==> src/rtl/dnp3_link_tx_arbiter_if.sv <==
// Request/transmit bundle shared by the DNP3 responders, the link TX arbiter
// and the byte transmitter. The master side drives requests and tx_ready;
// the slave side (the arbiter) answers with grant/done and the byte stream.
interface dnp3_link_tx_arbiter_if #(
    parameter int NUM_REQ = 2
);
    logic [NUM_REQ-1:0]    req;
    logic [8*NUM_REQ-1:0]  req_ctrl;
    logic [16*NUM_REQ-1:0] req_dest;
    logic [NUM_REQ-1:0]    grant;
    logic                  done;
    logic [7:0]            tx_data;
    logic                  tx_valid;
    logic                  tx_ready;

    modport master (
        output req, req_ctrl, req_dest, tx_ready,
        input  grant, done, tx_data, tx_valid
    );

    modport slave (
        input  req, req_ctrl, req_dest, tx_ready,
        output grant, done, tx_data, tx_valid
    );
endinterface

==> src/rtl/dnp3_link_tx_arbiter.sv <==
// Round-robin arbiter and sequencer for the shared DNP3 link-layer header
// transmit path. Each granted requester gets one header-only frame
// 05 64 LEN CTRL DEST_L DEST_H SRC_L SRC_H CRC_L CRC_H on a valid/ready stream.
// Optional feature macro: DNP3_TX_FCB_EN (per-requester frame count bit
// substituted into CTRL bit5 when CTRL bit4 (FCV) is set).

// DNP3 CRC-16 (poly 0x3D65 reflected, output complemented). Clearing presets
// the state with the constant 05 64 start octets already absorbed, so the
// arbiter only has to feed the six variable header bytes.
module crc16_dnp (
    input  logic        clk,
    input  logic        rst,
    input  logic        crcClear_i,
    input  logic        dataValid_i,
    input  logic [7:0]  data_i,
    output logic [15:0] crcOut_o
);
    function automatic logic [15:0] crcByte(input logic [15:0] c, input logic [7:0] b);
        logic [15:0] r;
        r = c ^ {8'h00, b};
        for (int i = 0; i < 8; i++) begin
            r = r[0] ? ((r >> 1) ^ 16'hA6BC) : (r >> 1);
        end
        return r;
    endfunction

    localparam logic [15:0] SEED = crcByte(crcByte(16'h0000, 8'h05), 8'h64);

    logic [15:0] crc_q;

    // CRC state: preset on clear, absorb one byte per valid cycle
    always_ff @(posedge clk) begin
        if (rst || crcClear_i) begin
            crc_q <= SEED;
        end else if (dataValid_i) begin
            crc_q <= crcByte(crc_q, data_i);
        end
    end

    assign crcOut_o = ~crc_q;
endmodule

module dnp3_link_tx_arbiter #(
    parameter int          NUM_REQ    = 2,
    parameter logic [15:0] MY_ADDRESS = 16'h0001,
    parameter logic [7:0]  LENGTH     = 8'h05
) (
    input logic                   clk,
    input logic                   rst,
    dnp3_link_tx_arbiter_if.slave link_bus
);
    localparam int IW = (NUM_REQ > 2) ? 2 : 1;

    typedef enum logic [1:0] {IDLE, CALC, SETTLE, SEND} state_t;

    state_t             state_q, state_d;
    logic [NUM_REQ-1:0] grant_q, grant_d;
    logic [IW-1:0]      last_q, last_d;
    logic [IW-1:0]      sel_q, sel_d;
    logic [7:0]         ctrl_q, ctrl_d;
    logic [15:0]        dest_q, dest_d;
    logic [2:0]         calcIdx_q, calcIdx_d;
    logic [3:0]         txIdx_q, txIdx_d;
    logic [15:0]        crcLat_q, crcLat_d;
    logic               done_q, done_d;
`ifdef DNP3_TX_FCB_EN
    logic [NUM_REQ-1:0] fcb_q, fcb_d;
`endif

    logic [IW-1:0] pick;
    logic          pickFound;
    int            rrCand;
    logic [7:0]    ctrlEff;
    logic          crcClear;
    logic          crcValid;
    logic [7:0]    crcData;
    logic [15:0]   crcOut;
    logic          handshake;

    crc16_dnp u_crc (
        .clk        (clk),
        .rst        (rst),
        .crcClear_i (crcClear),
        .dataValid_i(crcValid),
        .data_i     (crcData),
        .crcOut_o   (crcOut)
    );

    // Round-robin search: first requesting index after the last one served
    always_comb begin
        pick      = '0;
        pickFound = 1'b0;
        rrCand    = 0;
        for (int k = 0; k < NUM_REQ; k++) begin
            rrCand = int'(last_q) + 1 + k;
            if (rrCand >= NUM_REQ) begin
                rrCand = rrCand - NUM_REQ;
            end
            if (!pickFound && link_bus.req[rrCand[IW-1:0]]) begin
                pick      = rrCand[IW-1:0];
                pickFound = 1'b1;
            end
        end
    end

    // Control byte actually sent, with the FCB substituted when enabled and FCV is set
    always_comb begin
`ifdef DNP3_TX_FCB_EN
        ctrlEff = ctrl_q[4] ? {ctrl_q[7:6], fcb_q[sel_q], ctrl_q[4:0]} : ctrl_q;
`else
        ctrlEff = ctrl_q;
`endif
    end

    // State register: all sequential state, synchronous reset
    always_ff @(posedge clk) begin
        if (rst) begin
            state_q   <= IDLE;
            grant_q   <= '0;
            last_q    <= IW'(NUM_REQ - 1);
            sel_q     <= '0;
            ctrl_q    <= '0;
            dest_q    <= '0;
            calcIdx_q <= '0;
            txIdx_q   <= '0;
            crcLat_q  <= '0;
            done_q    <= 1'b0;
`ifdef DNP3_TX_FCB_EN
            fcb_q     <= '1;
`endif
        end else begin
            state_q   <= state_d;
            grant_q   <= grant_d;
            last_q    <= last_d;
            sel_q     <= sel_d;
            ctrl_q    <= ctrl_d;
            dest_q    <= dest_d;
            calcIdx_q <= calcIdx_d;
            txIdx_q   <= txIdx_d;
            crcLat_q  <= crcLat_d;
            done_q    <= done_d;
`ifdef DNP3_TX_FCB_EN
            fcb_q     <= fcb_d;
`endif
        end
    end

    // Next-state: select and latch a requester, run the CRC, then stream the frame
    always_comb begin
        state_d   = state_q;
        grant_d   = grant_q;
        last_d    = last_q;
        sel_d     = sel_q;
        ctrl_d    = ctrl_q;
        dest_d    = dest_q;
        calcIdx_d = calcIdx_q;
        txIdx_d   = txIdx_q;
        crcLat_d  = crcLat_q;
        done_d    = 1'b0;
`ifdef DNP3_TX_FCB_EN
        fcb_d     = fcb_q;
`endif
        case (state_q)
            IDLE: begin
                if (pickFound) begin
                    state_d       = CALC;
                    sel_d         = pick;
                    grant_d       = '0;
                    grant_d[pick] = 1'b1;
                    ctrl_d        = link_bus.req_ctrl[8*int'(pick) +: 8];
                    dest_d        = link_bus.req_dest[16*int'(pick) +: 16];
                    calcIdx_d     = '0;
                end
            end
            CALC: begin
                calcIdx_d = calcIdx_q + 3'd1;
                if (calcIdx_q == 3'd5) begin
                    state_d = SETTLE;
                end
            end
            SETTLE: begin
                crcLat_d = crcOut;
                txIdx_d  = '0;
                state_d  = SEND;
            end
            SEND: begin
                if (handshake) begin
                    if (txIdx_q == 4'd9) begin
                        state_d = IDLE;
                        grant_d = '0;
                        done_d  = 1'b1;
                        last_d  = sel_q;
`ifdef DNP3_TX_FCB_EN
                        if (ctrl_q[4]) begin
                            fcb_d[sel_q] = ~fcb_q[sel_q];
                        end
`endif
                    end else begin
                        txIdx_d = txIdx_q + 4'd1;
                    end
                end
            end
            default: state_d = IDLE;
        endcase
    end

    // Outputs: CRC feed during CALC, frame byte mux during SEND, registered grant/done
    always_comb begin
        handshake = (state_q == SEND) && link_bus.tx_ready;
        crcClear  = (state_q == IDLE) && pickFound;
        crcValid  = (state_q == CALC);
        case (calcIdx_q)
            3'd0:    crcData = LENGTH;
            3'd1:    crcData = ctrlEff;
            3'd2:    crcData = dest_q[7:0];
            3'd3:    crcData = dest_q[15:8];
            3'd4:    crcData = MY_ADDRESS[7:0];
            3'd5:    crcData = MY_ADDRESS[15:8];
            default: crcData = 8'h00;
        endcase
        link_bus.tx_valid = (state_q == SEND);
        link_bus.tx_data  = 8'h00;
        if (state_q == SEND) begin
            case (txIdx_q)
                4'd0:    link_bus.tx_data = 8'h05;
                4'd1:    link_bus.tx_data = 8'h64;
                4'd2:    link_bus.tx_data = LENGTH;
                4'd3:    link_bus.tx_data = ctrlEff;
                4'd4:    link_bus.tx_data = dest_q[7:0];
                4'd5:    link_bus.tx_data = dest_q[15:8];
                4'd6:    link_bus.tx_data = MY_ADDRESS[7:0];
                4'd7:    link_bus.tx_data = MY_ADDRESS[15:8];
                4'd8:    link_bus.tx_data = crcLat_q[7:0];
                4'd9:    link_bus.tx_data = crcLat_q[15:8];
                default: link_bus.tx_data = 8'h00;
            endcase
        end
        link_bus.grant = grant_q;
        link_bus.done  = done_q;
    end
endmodule

==> src/flat_wrapper.sv <==
// flat-port wrapper written by rule: the top's interface ports become plain ports
module dnp3_link_tx_arbiter_flat 
#(
    parameter int          NUM_REQ    = 2,
    parameter logic [15:0] MY_ADDRESS = 16'h0001,
    parameter logic [7:0]  LENGTH     = 8'h05
)
  (clk, rst, link_bus_req, link_bus_req_ctrl, link_bus_req_dest, link_bus_tx_ready, link_bus_grant, link_bus_done, link_bus_tx_data, link_bus_tx_valid);
  dnp3_link_tx_arbiter_if #(.NUM_REQ(NUM_REQ)) link_bus_i ();
  input logic clk;
  input logic rst;
  input wire logic [$bits(link_bus_i.req)-1:0] link_bus_req;
  input wire logic [$bits(link_bus_i.req_ctrl)-1:0] link_bus_req_ctrl;
  input wire logic [$bits(link_bus_i.req_dest)-1:0] link_bus_req_dest;
  input wire logic [$bits(link_bus_i.tx_ready)-1:0] link_bus_tx_ready;
  output wire logic [$bits(link_bus_i.grant)-1:0] link_bus_grant;
  output wire logic [$bits(link_bus_i.done)-1:0] link_bus_done;
  output wire logic [$bits(link_bus_i.tx_data)-1:0] link_bus_tx_data;
  output wire logic [$bits(link_bus_i.tx_valid)-1:0] link_bus_tx_valid;
  assign link_bus_i.req = link_bus_req;
  assign link_bus_i.req_ctrl = link_bus_req_ctrl;
  assign link_bus_i.req_dest = link_bus_req_dest;
  assign link_bus_i.tx_ready = link_bus_tx_ready;
  assign link_bus_grant = link_bus_i.grant;
  assign link_bus_done = link_bus_i.done;
  assign link_bus_tx_data = link_bus_i.tx_data;
  assign link_bus_tx_valid = link_bus_i.tx_valid;
  dnp3_link_tx_arbiter #(.NUM_REQ(NUM_REQ), .MY_ADDRESS(MY_ADDRESS), .LENGTH(LENGTH)) u_core (.clk(clk), .rst(rst), .link_bus(link_bus_i));
endmodule
==> config.mk <==
export PLATFORM = sky130hd
export DESIGN_NAME = dnp3_link_tx_arbiter_flat
export DESIGN_NICKNAME = d
export VERILOG_FILES = /design/src/rtl/dnp3_link_tx_arbiter_if.sv /design/src/rtl/dnp3_link_tx_arbiter.sv /design/src/flat_wrapper.sv
export SDC_FILE = /design/constraint.sdc
export NUM_CORES = 1
export LEC_CHECK = 0
export CORE_ASPECT_RATIO = 0.7
export CORE_UTILIZATION = 40
export DETAILED_ROUTE_END_ITERATION = 8
export SLEW_MARGIN = 30
export SYNTH_ARGS = -nofsm -noshare
export SYNTH_HDL_FRONTEND = slang
export SYNTH_HIERARCHICAL = 1
export SYNTH_SLANG_ARGS = --single-unit
export TNS_END_PERCENT = 50
==> constraint.sdc <==
create_clock -name clk -period 6.3 [get_ports clk]
set_input_delay 0.945 -clock clk [delete_from_list [all_inputs] [get_ports clk]]
set_output_delay 0.945 -clock clk [all_outputs]
set_load 0.01 [all_outputs]
# Yosys cells after proc, flatten, opt, wreduce, memory -nomap -nowiden
# Cells that the tools add are included.
[totals] reg_bits=70 inputBits=53 output_inout_bits=12
[classes] add_sub_neg=6 order_cmp=6 n_eq_ne=21 shift=2 n_mux=36 bitwise=12 reduce_logical=20
[ops] operator="$mux W16" count=8
[ops] operator="$not A8 Y9" count=8
[ops] operator="$pmux W8 S8" count=1
[ops] operator="$pmux W8 S5" count=1
[ops] operator="$ge A32 B3 Y1 const B" count=1
[ops] operator="$shiftx A32 B6 Y16" count=1
[ops] operator="$not A16 Y16" count=1
[ops] operator="$shiftx A16 B5 Y8" count=1
[ops] operator="$xor A16 B8 Y16" count=1
[ops] operator="$eq A4 B3 Y1 const B" count=3
[ops] operator="$mux W1" count=12
[ops] operator="$mux W2" count=5
[ops] operator="$eq A4 B2 Y1 const B" count=2
[ops] operator="$eq A4 B4 Y1 const B" count=2
[ops] operator="$mux W4" count=2
[ops] operator="$mux W8" count=1
[ops] operator="$pmux W2 S4" count=1
[ops] operator="$pmux W4 S2" count=1
[ops] operator="$reduce_and A4 Y1" count=2
[ops] operator="$eq A3 B2 Y1 const B" count=2
[ops] operator="$eq A3 B3 Y1 const B" count=2
[ops] operator="$lt A1 B2 Y1 const B" count=3
[ops] operator="$ne A2 B1 Y1 const B" count=3
[ops] operator="$pmux W3 S2" count=1
[ops] operator="other kinds (27)" count=38

# Depth between registers and ports, before layout
[logic_depth] word_depth=19 mapped_depth=11

# Cells and area by module
# The synthesis kept the hierarchy.
[modules_own_cells] mod="dnp3_link_tx_arbiter" instances=1 cells_each=343 area_each_um2=2996.6
[modules_own_cells] mod="crc16_dnp" instances=1 cells_each=125 area_each_um2=1179.9

# Worst setup path after synthesis
# No wires, ideal clock.
[synth_timing] path_type="register to register" from="reg u_core.calcIdx_q[1]" to="reg u_core.u_crc.crc_q[4]" arrival_ns=3.155 t_required_ns=6.230 path_slack_ns=3.075 path_stages_with_launch=11 path_buffers=0 period_less_slack_ns=3.225 path_cell_list="dfxtp_1 > inv_1 > ha_1 > or3_1 > a21oi_1 > nor2_1 > xnor2_1 > xnor3_4 > xnor3_1 > or3_1 > a21oi_1"
[synth_via] word_cells_on_any_way=22 cone_classes="4 x eq/ne; 9 x mux; 8 x bitwise; 1 x reduce/logical"
[synth_lines] item="start: declaration" line="dnp3_link_tx_arbiter.sv:62" rtl="logic [2:0] calcIdx_q, calcIdx_d;"
[synth_lines] item="start signal: assignment" line="dnp3_link_tx_arbiter.sv:138" rtl="calcIdx_q <= calcIdx_d;"
[synth_lines] item="$eq A3 B3 Y1, or another cell as far along" line="dnp3_link_tx_arbiter.sv:212" rtl="case (calcIdx_q)"
[synth_lines] item="$pmux W8 S5 *" line="dnp3_link_tx_arbiter.sv:212"
[synth_lines] item="net u_core.crcData[4]" line="dnp3_link_tx_arbiter.sv:76" rtl="logic [7:0] crcData;"
[synth_lines] item="$xor A16 B8 Y16 *" line="dnp3_link_tx_arbiter.sv:20" rtl="r = c ^ {8'h00, b};"
[synth_lines] item="$not A8 Y9 (no line)"
[synth_lines] item="$mux W16 *" line="dnp3_link_tx_arbiter.sv:22" rtl="r = r[0] ? ((r >> 1) ^ 16'hA6BC) : (r >> 1);"
[synth_lines] item="$not A8 Y9 (no line)"
[synth_lines] item="$mux W16 * (5 in series)" line="dnp3_link_tx_arbiter.sv:22"
[synth_lines] item="$not A8 Y9 (no line)"
[synth_lines] item="$mux W16 *" line="dnp3_link_tx_arbiter.sv:22"
[synth_lines] item="$not A8 Y9 (no line)"
[synth_lines] item="$mux W16 *" line="dnp3_link_tx_arbiter.sv:22"
[synth_lines] item="end signal: assignment" line="dnp3_link_tx_arbiter.sv:36" rtl="crc_q <= crcByte(crc_q, data_i);"
[synth_lines] item="end: declaration" line="dnp3_link_tx_arbiter.sv:29" rtl="logic [15:0] crc_q;"
# Mark *: on every way through the listed nets, which the timed path passes. The rest lies on a longest branch.
# A chain may end at the register's enable or synchronous reset.

# Worst setup path in the final report
[layout_timing] from="reg u_core.txIdx_q[0]" to="out link_bus_tx_data[0]"
[layout_via] elab_chain_len=4 word_cells_on_any_way=12 cone_classes="8 x eq/ne; 2 x mux; 2 x reduce/logical"
[layout_lines] item="start: declaration" line="dnp3_link_tx_arbiter.sv:63" rtl="logic [3:0] txIdx_q, txIdx_d;"
[layout_lines] item="start signal: assignment" line="dnp3_link_tx_arbiter.sv:139" rtl="txIdx_q <= txIdx_d;"
[layout_lines] item="$eq A4 B2 Y1 / $logic_not A4 Y1 (equally long branches)" line="dnp3_link_tx_arbiter.sv:224" rtl="case (txIdx_q)"
[layout_lines] item="$reduce_or A2 Y1 (no line)"
[layout_lines] item="$pmux W8 S8 *" line="dnp3_link_tx_arbiter.sv:224"
[layout_lines] item="$mux W8 *" line="dnp3_link_tx_arbiter.sv:223" rtl="if (state_q == SEND) begin"
[layout_lines] item="end: declaration" line="flat_wrapper.sv:18" rtl="output wire logic [$bits(link_bus_i.tx_data)-1:0] link_bus_tx_data;"
# Every way passes the cells marked *; elsewhere a longest branch is shown, timed or not.

==> results.cfg <==
[power_and_ir_drop]
powerDensity_mw_per_mm2 = 507
peakVddDrop_mv = 0.248
cellLeakagePower_nw = 1.97
p_total_mw = 2.61

[timing]
fmax_ghz = 0.247
finalHoldViolations = 0
slew_headroom_pct = 39.9
period_share_pct = 64.2
fin_crit_ns = 4.05
tns_ns = 0
slew_viol_final = 0
rsz0062_at_grt = no
worst_pin_slew_ns = 0.896
fin_skew_ns = 0.00717
setup_viol = 0

[clock_network]
clk_latency_ns = 0.33
cts.htree.levels = 3
cts_hold_buf = 0
cts_tree = built
cts-buffers-inserted = 9
cts_setup_buffers = 0
clock-sinks = 70
cts_root_buf = clkbuf_16
post_cts_resized = 0
clk_path_buf_depth = 2
path_clk_slew_ns = 0.05

[global_routing]
grt_first_pass_wirelength_um = 16900
grt-ovfl-total = 0
antenna_found_initial = 0
grt.total_usage_pct = 20.8
grt_pass1_vias = 3292
grt_max_degree = 57

[worst_setup_path]
r2r_slack_ns = 2.55
rr_worst_depth = 10
worst_ep_required_time_ns = 5.35
cp.arrival_ns = 3.10
reg2reg_from = u_core/calcIdx_q[1]
crit_start = u_core/txIdx_q[0]
crit_type = register to output port
cp-end-kind = output port
crit_fanout = 18
cp-start-kind = register
worstReg2RegEnd = u_core/u_crc/crc_q[7]

[synth]
avgSynthCellArea_um2 = 8.92
ys_types = 49
synth.cell_area_mm2 = 0.00418
synth_edf_count = 0
synthDominantCellAreaShare_pct = 33.6
yosysSeqAreaShare_pct = 33.6
async_reset_ff_share_pct = 0
synth_top_area_cell = dfxtp_1
synthTopCellsByArea = dfxtp_1, mux2i_1, nor2_1
ys_seq_elements = 70
yosysWarnings = 6
synthCells = 468
synth_flop_cell = dfxtp_1
syn-num-nets = 535

[final_layout]
ff_latch_area_mm2 = 0.00140
multi_input_area_mm2 = 0.00254
diodes = 0
nNetsFinal = 580
nFillCells = 960
layout_commonest_cell = nor2_1
drive_above_1_share_pct = 6.00
final_cell_mix = nor2_1, dfxtp_1, clkdlybuf4s50_1
utilization_pct = 52.0
areaGrowthSynthToFinish_pct = 23.3

[drt]
drtAntennaViolNets = 0
first_iter_violations = 369
drc = 0
via_per_inst = 5.41
vias = 3490
routed_wl_um = 10400
wl_per_cell_um = 16.1
firstDrtPassIters = 6

[die]
start_util_pct = 42.1
ios = 65
die_h_um = 87.5
die_w_um = 124
rows = 30
coreArea_mm2 = 0.00991
die_area_mm2 = 0.0109

[placed_design]
gp_congestion = 0.871
io_buffers = 64
post-dp-hpwl_um = 7700

[hold_path]
whs_path_depth = 2
hold_start = u_core/sel_q
min_to = u_core/sel_q
hold_class = register to register

[run]
max_cap_violations = 0

[run_status]
status = finished, final reports clean
-- per-layer routing --
layer,wire [µm],track usage [%],part of all wire (%)
met2,4470,31.4,43
met5,0,0,0
met4,137,6.28,1.3
met1,5080,28.3,49
met3,714,6.48,6.9
-- worst max-delay path, stage by stage, from the launching register on --
cell and delay (ns):
dfxtp_1 0.39, inv_1 0.10, ha_1 0.45, nor3_1 0.37, nor2_1 0.07, o21ai_1 0.73, nor3_1 0.15, clkdlybuf4s50_1 0.52
-- synth_stat cells, types with 2 or more instances --
master	n
or3_1	6
o21ai_0	8
a21oi_1	19
nand3b_1	5
a22oi_1	6
xnor3_4	3
a31oi_1	2
nand2_1	18
xnor3_1	4
a222oi_1	7
dfxtp_1	70
o211ai_1	6
nor2_1	76
mux2i_1	43
clkbuf_1	16
ha_1	14
xnor2_1	31
buf_2	11
buf_1	3
xor2_1	7
a32oi_1	2
a221oi_1	7
mux2_2	2
a211oi_1	30
nand3_1	8
nor2b_1	5
inv_1	24
nand2b_1	7
buf_6	3
nor3_1	3
a22o_1	4
-- report_power, final --
part / internal, mW / switching [mW] / total (mW)
Clock: 0.307 / 0.176 / 0.484
Sequential: 0.562 / 0.100 / 0.662
Combinational: 0.747 / 0.721 / 1.47
Total: 1.62 / 0.998 / 2.61
-- cell type report --
class	instances	share of cell area (%)
clock buffers	15	5.59
repair buffers	68	13.1
well taps	128	3.11
flip-flops and latches	70	27.2
multi-input cells	340	49.3
inverters	24	1.75
-- worst max path at each step --
stage          cells past startpoint  slack, ns               endpoint
3_5_place_dp                      10       2.60  u_core/u_crc/crc_q[5]
4_1_cts                            7       2.30    link_bus_tx_data[0]
6_report                           7       2.25    link_bus_tx_data[0]
5_1_grt                            7       2.07    link_bus_tx_data[6]
3_3_place_gp                       7       2.76    link_bus_tx_data[0]
2_1_floorplan                     10       3.08  u_core/u_crc/crc_q[4]
-- cells by family (layout without fill, tap and decap cells) --
family | after synthesis | count (layout) | synth area share (%)
AND/OR/NAND/NOR | 133 | 133 | 14.3
AO/OA/AOI/OAI | 100 | 100 | 17.3
flip-flops | 70 | 70 | 33.6
buffers and inverters | 58 | 107 | 6.17
XOR/XNOR | 48 | 48 | 13.7
multiplexers | 45 | 45 | 10.8
adder cells (fa/ha/maj) | 14 | 14 | 4.19
-- sequential cells by signal (all words and copies together) (netlist names) --
name and flops:
u_core/calcIdx_q 3, u_core/crcLat_q 16, u_core/dest_q 16, u_core/ctrlEff 8, u_core/sel_q 1, u_core/state_q 2
u_core/link_bus.grant 2, u_core/txIdx_q 4, u_core/last_q 1, u_core/link_bus.done 1, u_core/u_crc/crc_q 16
-- per-stage QoR --
| stage | instances | cell area, µm² | hold WS, ns | setup slack, ns |
|---|---|---|---|---|
| floorplan | 468 | 4180 | 0.444 | 3.08 |
| global placement | 629 | 4850 | 0.466 | 2.76 |
| detailed placement | 629 | 4850 | 0.464 | 2.60 |
| CTS | 644 | 5140 | 0.481 | 2.30 |
| global route | 645 | 5150 | 0.496 | 2.07 |
| finish | 645 | 5150 | 0.478 | 2.25 |
No activity file was read; power rests on OpenSTA's default activity.
